## src/rtl/mu0_core_param_if.sv

```systemverilog
// mu0_core_param_if: req/ack memory bus between the MU0 core and its memory.
// The core drives the request side through the master modport; the memory
// answers through the slave modport. Address width is DATA_W-4, matching the
// address field of an MU0 instruction.
interface mu0_core_param_if #(
    parameter int DATA_W = 16
);
    localparam int ADDR_W = DATA_W - 4;

    logic              Mem_req;
    logic              Mem_wr;
    logic              Mem_ack;
    logic [ADDR_W-1:0] Address;
    logic [DATA_W-1:0] Data_in;
    logic [DATA_W-1:0] Data_out;

    modport master (
        output Mem_req,
        output Mem_wr,
        output Address,
        output Data_out,
        input  Mem_ack,
        input  Data_in
    );

    modport slave (
        input  Mem_req,
        input  Mem_wr,
        input  Address,
        input  Data_out,
        output Mem_ack,
        output Data_in
    );
endinterface

```

## src/rtl/mu0_core_param.sv

```systemverilog
// mu0_core_param: parametrised MU0 core (IR, Acc, PC, ALU, N/Z flags) with an
// integrated fetch/execute FSM talking to memory over a req/ack handshake, so
// wait-state memories are supported.
//
// DATA_W may be 8..32; the opcode is the top 4 bits of an instruction and the
// address is the remaining low DATA_W-4 bits. RESET_PC is truncated to the
// address width.
//
// Optional feature: define MU0_LOGIC_OPS_EN to add AND (8), OR (9) and XOR (10).
// Without it every opcode from 8 to 15 is illegal and halts the core with
// Illegal set.
module mu0_core_param #(
    parameter int DATA_W   = 16,
    parameter int RESET_PC = 0
) (
    input  logic             Clk,
    input  logic             Reset,
    mu0_core_param_if.master mem,
    output logic [3:0]       F,
    output logic             N,
    output logic             Z,
    output logic             Halted,
    output logic             Illegal
);

    localparam int ADDR_W = DATA_W - 4;
    localparam logic [ADDR_W-1:0] PC_AT_RESET = ADDR_W'(RESET_PC);

    localparam logic [3:0] OP_LDA = 4'h0;
    localparam logic [3:0] OP_STA = 4'h1;
    localparam logic [3:0] OP_ADD = 4'h2;
    localparam logic [3:0] OP_SUB = 4'h3;
    localparam logic [3:0] OP_JMP = 4'h4;
    localparam logic [3:0] OP_JGE = 4'h5;
    localparam logic [3:0] OP_JNE = 4'h6;
    localparam logic [3:0] OP_STP = 4'h7;
`ifdef MU0_LOGIC_OPS_EN
    localparam logic [3:0] OP_AND = 4'h8;
    localparam logic [3:0] OP_OR  = 4'h9;
    localparam logic [3:0] OP_XOR = 4'hA;
`endif

    typedef enum logic [1:0] {
        S_FETCH,
        S_EXEC,
        S_HALT
    } state_t;

    state_t            state, state_nxt;
    logic [ADDR_W-1:0] pc, pc_nxt;
    logic [DATA_W-1:0] ir, ir_nxt;
    logic [DATA_W-1:0] acc, acc_nxt;
    logic              illegal_q, illegal_nxt;

    logic [3:0]        opcode;
    logic [ADDR_W-1:0] ir_addr;
    logic              is_read;
    logic              is_write;
    logic              is_logic;
    logic [DATA_W-1:0] alu_res;
    logic              req;
    logic              wr;

    assign opcode  = ir[DATA_W-1 -: 4];
    assign ir_addr = ir[ADDR_W-1:0];

`ifdef MU0_LOGIC_OPS_EN
    assign is_logic = (opcode == OP_AND) || (opcode == OP_OR) || (opcode == OP_XOR);
`else
    assign is_logic = 1'b0;
`endif

    assign is_read  = (opcode == OP_LDA) || (opcode == OP_ADD) ||
                      (opcode == OP_SUB) || is_logic;
    assign is_write = (opcode == OP_STA);

    // Accumulator result for the memory-read opcodes (modulo 2^DATA_W).
    always_comb begin
        alu_res = mem.Data_in;
        case (opcode)
            OP_ADD:  alu_res = acc + mem.Data_in;
            OP_SUB:  alu_res = acc - mem.Data_in;
`ifdef MU0_LOGIC_OPS_EN
            OP_AND:  alu_res = acc & mem.Data_in;
            OP_OR:   alu_res = acc | mem.Data_in;
            OP_XOR:  alu_res = acc ^ mem.Data_in;
`endif
            default: alu_res = mem.Data_in;
        endcase
    end

    // Next state, register updates and bus controls for fetch/execute/halt.
    always_comb begin
        // NOTE: every signal written here gets a default first, so no path can leave a latch.
        state_nxt   = state;
        pc_nxt      = pc;
        ir_nxt      = ir;
        acc_nxt     = acc;
        illegal_nxt = illegal_q;
        req         = 1'b0;
        wr          = 1'b0;

        case (state)
            S_FETCH: begin
                req = 1'b1;
                if (mem.Mem_ack) begin
                    ir_nxt    = mem.Data_in;
                    pc_nxt    = pc + ADDR_W'(1);
                    state_nxt = S_EXEC;
                end
            end

            S_EXEC: begin
                if (is_read || is_write) begin
                    // Memory opcodes keep the request up until the memory acknowledges.
                    req = 1'b1;
                    wr  = is_write;
                    if (mem.Mem_ack) begin
                        state_nxt = S_FETCH;
                        if (is_read) begin
                            acc_nxt = alu_res;
                        end
                    end
                end else begin
                    // Jumps, STP and illegal opcodes finish in this single cycle.
                    state_nxt = S_FETCH;
                    case (opcode)
                        OP_JMP: pc_nxt = ir_addr;
                        OP_JGE: if (!acc[DATA_W-1]) pc_nxt = ir_addr;
                        OP_JNE: if (acc != '0) pc_nxt = ir_addr;
                        OP_STP: state_nxt = S_HALT;
                        default: begin
                            state_nxt   = S_HALT;
                            illegal_nxt = 1'b1;
                        end
                    endcase
                end
            end

            S_HALT: begin
                state_nxt = S_HALT;
            end

            default: begin
                state_nxt = S_FETCH;
            end
        endcase
    end

    // FSM state and architectural registers; synchronous active-low reset.
    always_ff @(posedge Clk) begin
        // NOTE: non-blocking assignments make every register see pre-edge values of the others.
        if (!Reset) begin
            state     <= S_FETCH;
            pc        <= PC_AT_RESET;
            ir        <= '0;
            acc       <= '0;
            illegal_q <= 1'b0;
        end else begin
            state     <= state_nxt;
            pc        <= pc_nxt;
            ir        <= ir_nxt;
            acc       <= acc_nxt;
            illegal_q <= illegal_nxt;
        end
    end

    // Request is masked by reset so an in-flight transfer is dropped at once
    // and no transfer can complete on a reset edge.
    assign mem.Mem_req  = req & Reset;
    assign mem.Mem_wr   = wr;
    assign mem.Address  = (state == S_FETCH) ? pc : ir_addr;
    assign mem.Data_out = acc;

    assign F       = opcode;
    assign N       = acc[DATA_W-1];
    assign Z       = (acc == '0);
    assign Halted  = (state == S_HALT);
    assign Illegal = illegal_q;

endmodule

```

## src/flat_wrapper.sv

```systemverilog
// flat-port wrapper written by rule: the top's interface ports become plain ports
module mu0_core_param_flat 
#(
    parameter int DATA_W   = 16,
    parameter int RESET_PC = 0
)
  (Clk, Reset, F, N, Z, Halted, Illegal, mem_Mem_req, mem_Mem_wr, mem_Address, mem_Data_out, mem_Mem_ack, mem_Data_in);
  mu0_core_param_if #(.DATA_W(DATA_W)) mem_i ();
  input  logic Clk;
  input  logic Reset;
  output logic [3:0] F;
  output logic N;
  output logic Z;
  output logic Halted;
  output logic Illegal;
  output wire logic [$bits(mem_i.Mem_req)-1:0] mem_Mem_req;
  output wire logic [$bits(mem_i.Mem_wr)-1:0] mem_Mem_wr;
  output wire logic [$bits(mem_i.Address)-1:0] mem_Address;
  output wire logic [$bits(mem_i.Data_out)-1:0] mem_Data_out;
  input wire logic [$bits(mem_i.Mem_ack)-1:0] mem_Mem_ack;
  input wire logic [$bits(mem_i.Data_in)-1:0] mem_Data_in;
  assign mem_Mem_req = mem_i.Mem_req;
  assign mem_Mem_wr = mem_i.Mem_wr;
  assign mem_Address = mem_i.Address;
  assign mem_Data_out = mem_i.Data_out;
  assign mem_i.Mem_ack = mem_Mem_ack;
  assign mem_i.Data_in = mem_Data_in;
  mu0_core_param #(.DATA_W(DATA_W), .RESET_PC(RESET_PC)) u_core (.Clk(Clk), .Reset(Reset), .mem(mem_i), .F(F), .N(N), .Z(Z), .Halted(Halted), .Illegal(Illegal));
endmodule
```

## config.mk

```make
export PLATFORM = sky130hd
export DESIGN_NAME = mu0_core_param_flat
export DESIGN_NICKNAME = d
export VERILOG_FILES = /design/src/rtl/mu0_core_param_if.sv /design/src/rtl/mu0_core_param.sv /design/src/flat_wrapper.sv
export SDC_FILE = /design/constraint.sdc
export NUM_CORES = 1
export LEC_CHECK = 0
export BUFFER_PORTS_ARGS = -buffer_cell sky130_fd_sc_hd__buf_2
export CAP_MARGIN = 20
export CORE_MARGIN = 1
export CORE_UTILIZATION = 50
export DETAILED_ROUTE_END_ITERATION = 8
export MAX_ROUTING_LAYER = met4
export PLACE_DENSITY = 0.76
export SKIP_CTS_REPAIR_TIMING = 1
export SYNTH_ARGS = -nofsm -noshare
export SYNTH_HDL_FRONTEND = slang
export SYNTH_SLANG_ARGS = --single-unit
```

## constraint.sdc

```tcl
create_clock -name Clk -period 4.6 [get_ports Clk]
set_clock_uncertainty 0.2 [all_clocks]
set_input_delay 0.92 -clock Clk [delete_from_list [all_inputs] [get_ports Clk]]
set_output_delay 0.92 -clock Clk [all_outputs]
set_load 0.01 [all_outputs]
```

**Word-level counts from Yosys, hierarchy flattened**

Cells that the tools add are included.

- Register bits: 47
- Latch bits: 0
- Memory bits (writable): 0
- Bits in read-only memories: 0
- Input port bits: 19
- Output and inout port bits: 38
- Logic and storage cells: 58
- Memories kept: 0

- Add/sub/neg operators: 3
- Multipliers: 0
- Div/mod/pow operators: 0
- Order comparisons: 0
- Equal/unequal tests: 15
- Shifts and indexed selects: 0
- Muxes and demuxes: 17
- Bitwise operators: 3
- Reduce and logical (&&, ||, !) cells: 15

Operators with widths:

| cell | count |
|---|---|
| $mux W12 | 5 |
| $pmux W12 S3 | 1 |
| $pmux W16 S2 | 1 |
| $pmux W12 S2 | 1 |
| $add A16 B16 Y16 | 1 |
| $eq A4 B3 Y1 const B | 4 |
| $logic_not A16 Y1 | 1 |
| $reduce_bool A16 Y1 | 1 |
| $sub A16 B16 Y16 | 1 |
| $add A12 B1 Y12 const B | 1 |
| $eq A4 B2 Y1 const B | 2 |
| $mux W2 | 4 |
| $ne A3 B3 Y1 const B | 2 |
| $pmux W2 S3 | 1 |
| $reduce_and A6 Y1 | 1 |
| $eq A4 B1 Y1 const B | 1 |
| $logic_not A4 Y1 | 1 |
| $ne A2 B2 Y1 const B | 2 |
| $ne A4 B3 Y1 const B | 1 |
| $reduce_and A2 Y1 | 2 |
| $reduce_and A4 Y1 | 1 |
| $reduce_or A4 Y1 | 1 |
| $logic_or A1 B1 Y1 | 3 |
| $mux W1 | 3 |
| other kinds (10) | 11 |

**Longest topological paths before layout**

- Depth in word-level cells: 7
- Depth in mapped cells: 16
- Gate-level depth less buffers: 13

**Worst setup path before layout**

Ideal clock, no wire load.

- Path kind: input port to flip-flop
- Start: input port mem_Data_in[2]
- End: register u_core.acc[13] (netlist: u_core.mem.Data_out[13])
- Setup time: 121 ps
- Data arrival time: 3425 ps
- Data required time: 4279 ps
- Path slack: 854 ps
- Cell stages on the path: 13
- Buffers on the path: 2
- Cells stage by stage: clkbuf_1 > nor4_4 > nand2_1 > o21ai_0 > xor2_1 > ha_1 > clkbuf_1 > a21o_1 > a21oi_1 > and2_1 > a221oi_1 > mux2i_1 > nor3_1

- Word-level cells in the longest chain between the ends: 2
- Elaborated cells on any way between the ends: 3
- Classes of those cells: add/sub (2); mux (1)

Ends and longest elaborated chain:

| what | RTL line | text |
|---|---|---|
| start: declaration | flat_wrapper.sv:21 | `input wire logic [$bits(mem_i.Data_in)-1:0] mem_Data_in;` |
| $sub A16 B16 Y16 / $add A16 B16 Y16 (equally long branches) | mu0_core_param.sv:82, mu0_core_param.sv:81 |  |
| $pmux W16 S2 * | mu0_core_param.sv:80 | `case (opcode)` |
| end signal: assignment | mu0_core_param.sv:163 | `acc <= acc_nxt;` |
| end: declaration | mu0_core_param.sv:52 | `logic [DATA_W-1:0] acc, acc_nxt;` |

Mark *: on every way between the ends. The rest lies on a longest branch, timed or not.
A chain may end at the register's enable or synchronous reset.

**Worst setup path after layout**

Same ends and word-level chain as after synthesis.

==> results.cfg <==
[status]
outcome = completed

[critical_path]
crit_required_ns = 4.61
slowest_delay_ns = 0.48
worstPathCellList = buf_2, nor4_4, nand2_1, o21ai_0, xor2_1, ha_1, a21o_1, a21oi_1, and2_1, a221oi_1, mux2i_1, nor3_1
cp.arrival_ns = 3.78
crit_path_end_kind = flip-flop
critPathMaxFanout = 8
cp_top_family = compound AO/OA/AOI/OAI gates
cp-start-kind = input pin
cp_slowest_cell = ha_1
crit_type = input pin to flip-flop
worst-path-buf-inv = 1

[place]
dp_cells = 571
dp_hpwl_um = 7110
numPortBuffers = 56
gp_congestion = 1.03

[detailed_routing]
firstDrtPassIters = 5
wl_um = 9640
drt_drc_violations_left = 0
vias = 3485
postRouteAntennaNets = 0
drt_iter0_drc = 274
vias_per_cell = 6.02
wire_per_inst_um = 16.6

[worst_hold_path]
hp-class = flip-flop to flip-flop

[timing]
max_freq_mhz = 265
finalMaxSlewViolations = 0
holdWs_ns = 0.277
grt_setup_unrepaired = false
worst_pin_slew_ns = 0.976
finalCritPeriodShare_pct = 82.2
slew_headroom_pct = 34.7
fin_setup_tns_ns = 0
hold_violations = 0
layout_min_cycle_time_ns = 3.78
setup_violations = 0

[synth]
synth_edf_count = 0
synth.top_cell.area_share_pct = 27.2
syn_avg_cell_area_um2 = 7.39
ys_async_sr_fraction_pct = 0
synth_area_mm2 = 0.00346
synthMuxAreaShare_pct = 4.81
synth-compound-area-share_pct = 24.8
synth.area.top_cells = dfxtp_1 27%, nand2_1 10%, a21oi_1 7.5%
yosys.area_share.adder_pct = 6.73
synth_nets = 505
yosys.area_share.simple_pct = 24.4
yosysSeqAreaShare_pct = 27.2
ys_types = 51
yosysWarnings = 0
ys_seq_elements = 47
synth_top_cell_by_area = dfxtp_1
synth_ff_type = dfxtp_1
netlist_instances = 468
synth_top_family_by_area = compound AO/OA/AOI/OAI gates
synth-xor-area-share_pct = 6.80
synthMostInstantiatedCell = nand2_1
synthTopCellsByCount = 93 x nand2_1, 52 x a21oi_1, 47 x dfxtp_1

[clock_network]
cts.path.max_buffers = 2
cts_root_buf = clkbuf_8
cts_sinks = 47
numCtsBuffers = 5
clock_latency_ns = 0.31
tritoncts = done
htree_num_levels = 2
clk_pin_slew_ns = 0.10

[final_layout]
antenna_cells = 0
fin_util_pct = 58.8
final_cells = 579
fill_cells = 630
seq_area_um2 = 941
multiInputGateArea_mm2 = 0.00234
final_nets = 538
syn_to_final_growth_pct = 11.0
drive_above_1_share_pct = 17.7

[power]
power_switching_mw = 0.348
p_leak_nw = 1.70
vdd_drop_max_uv = 133
clock_power_share_pct = 31.9
p_per_area_mw_per_mm2 = 276
p_comb_share_pct = 25.4
p_int_mw = 0.710
p_seq_share_pct = 42.8
sw_frac_of_total_pct = 32.9

[grt]
overflow = 0
grt_pass1_wl_um = 15900
gr-usage-all-layers_pct = 28.5
antenna_found_initial = 0
grt_max_degree = 34
grt_pass1_vias = 3244

[floorplanning]
dieArea_mm2 = 0.00726
die_w_um = 85.2
rows = 29
core_mm2 = 0.00653
ios = 57
fp.dieH_um = 85.2
start_util_pct = 53.0

[flow_run]
max_cap_viol_count = 0
state kept, by name, indices dropped and copies added, names as in the netlist:
register / count
u_core.pc: 12
u_core.state: 2
u_core.Illegal: 1
u_core.mem.Data_out: 16
u_core.ir: 16
stage by stage:
stage	area [um^2]	power, mW	worst slack [ns]
after floorplan	3460	0.645	0.854
after global placement	3720	0.723	0.544
after detailed placement	3720	0.726	0.559
after CTS	3840	1.06	0.870
after global routing	3840	1.12	0.729
final	3840	1.06	0.821
logic make-up after synthesis:
family	Yosys count
AND/OR/NAND/NOR	181
AO/OA/AOI/OAI	139
flip-flops	47
buffers and inverters	42
XOR/XNOR	26
adder cells (fa/ha/maj)	18
multiplexers	15
final timing paths:
kind	start	endpoint	slack (ns)	cells past startpoint
setup reg to reg	u_core.ir[13]	u_core.mem.Data_out[13]	1.04	12
setup / recovery	mem_Data_in[2]	u_core.mem.Data_out[13]	0.82	12
hold reg to reg	u_core.ir[0]	u_core.ir[0]	0.28	2
hold / removal	u_core.ir[0]	u_core.ir[0]	0.28	2
final cells by class:
cell class | instances | area share, %
Clock buffer | 6 | 2.15
Multi-Input combinational cell | 379 | 61.0
Clock inverter | 2 | 1.01
Tap cell | 77 | 2.51
Inverter | 8 | 0.782
Timing Repair Buffer | 60 | 8.08
Sequential cell | 47 | 24.5
worst register-to-register path: cells and delay by family, from the launching register on:
kind,cells,cell delay (ns)
XOR/XNOR,1,0.12
multiplexers,1,0.24
AND/OR/NAND/NOR,4,0.66
flip-flops,1,0.49
AO/OA/AOI/OAI,4,1.19
buffers and inverters,1,0.21
adder cells (fa/ha/maj),1,0.34
cell usage in the layout (no fill, tap or decap), types with 2 or more instances in the layout:
master / n
o41ai_1: 4
mux2_2: 13
nor4_1: 5
nor2_1: 29
o211ai_1: 6
nor3_1: 6
buf_2: 56
o31ai_1: 7
nor3b_1: 2
nand3b_1: 4
nor2b_1: 3
and2_1: 4
a311oi_1: 2
a21boi_1: 2
nand3_1: 15
dfxtp_1: 47
o211a_1: 4
a21boi_0: 2
a31oi_1: 6
a22o_1: 2
nand2_1: 93
ha_1: 17
xor2_1: 14
a21o_1: 3
o21bai_1: 3
and3_1: 7
mux2i_1: 2
buf_4: 4
xnor2_1: 11
a211oi_1: 6
o21ai_0: 33
inv_1: 8
a21oi_1: 52
clkbuf_8: 6
nand2b_1: 4
o21a_1: 2
power groups by stage:
stage	logic [mW]	clock network (mW)	registers, mW
2_1_floorplan	0.189	0	0.456
3_3_place_gp	0.262	0	0.460
3_5_place_dp	0.265	0	0.461
4_1_cts	0.267	0.343	0.452
5_1_grt	0.298	0.361	0.456
6_report	0.268	0.337	0.453
routing by layer:
layer	wire length, um	part of all wire, %	up-vias	track usage (%)
met5	0	0	-	-
met4	163	1.7	0	8.17
met3	572	5.9	17	4.38
met2	4430	46	123	44.5
met1	4470	46	1623	38.2
li1	-	-	1722	-
Power figures use the tool's default switching activity.
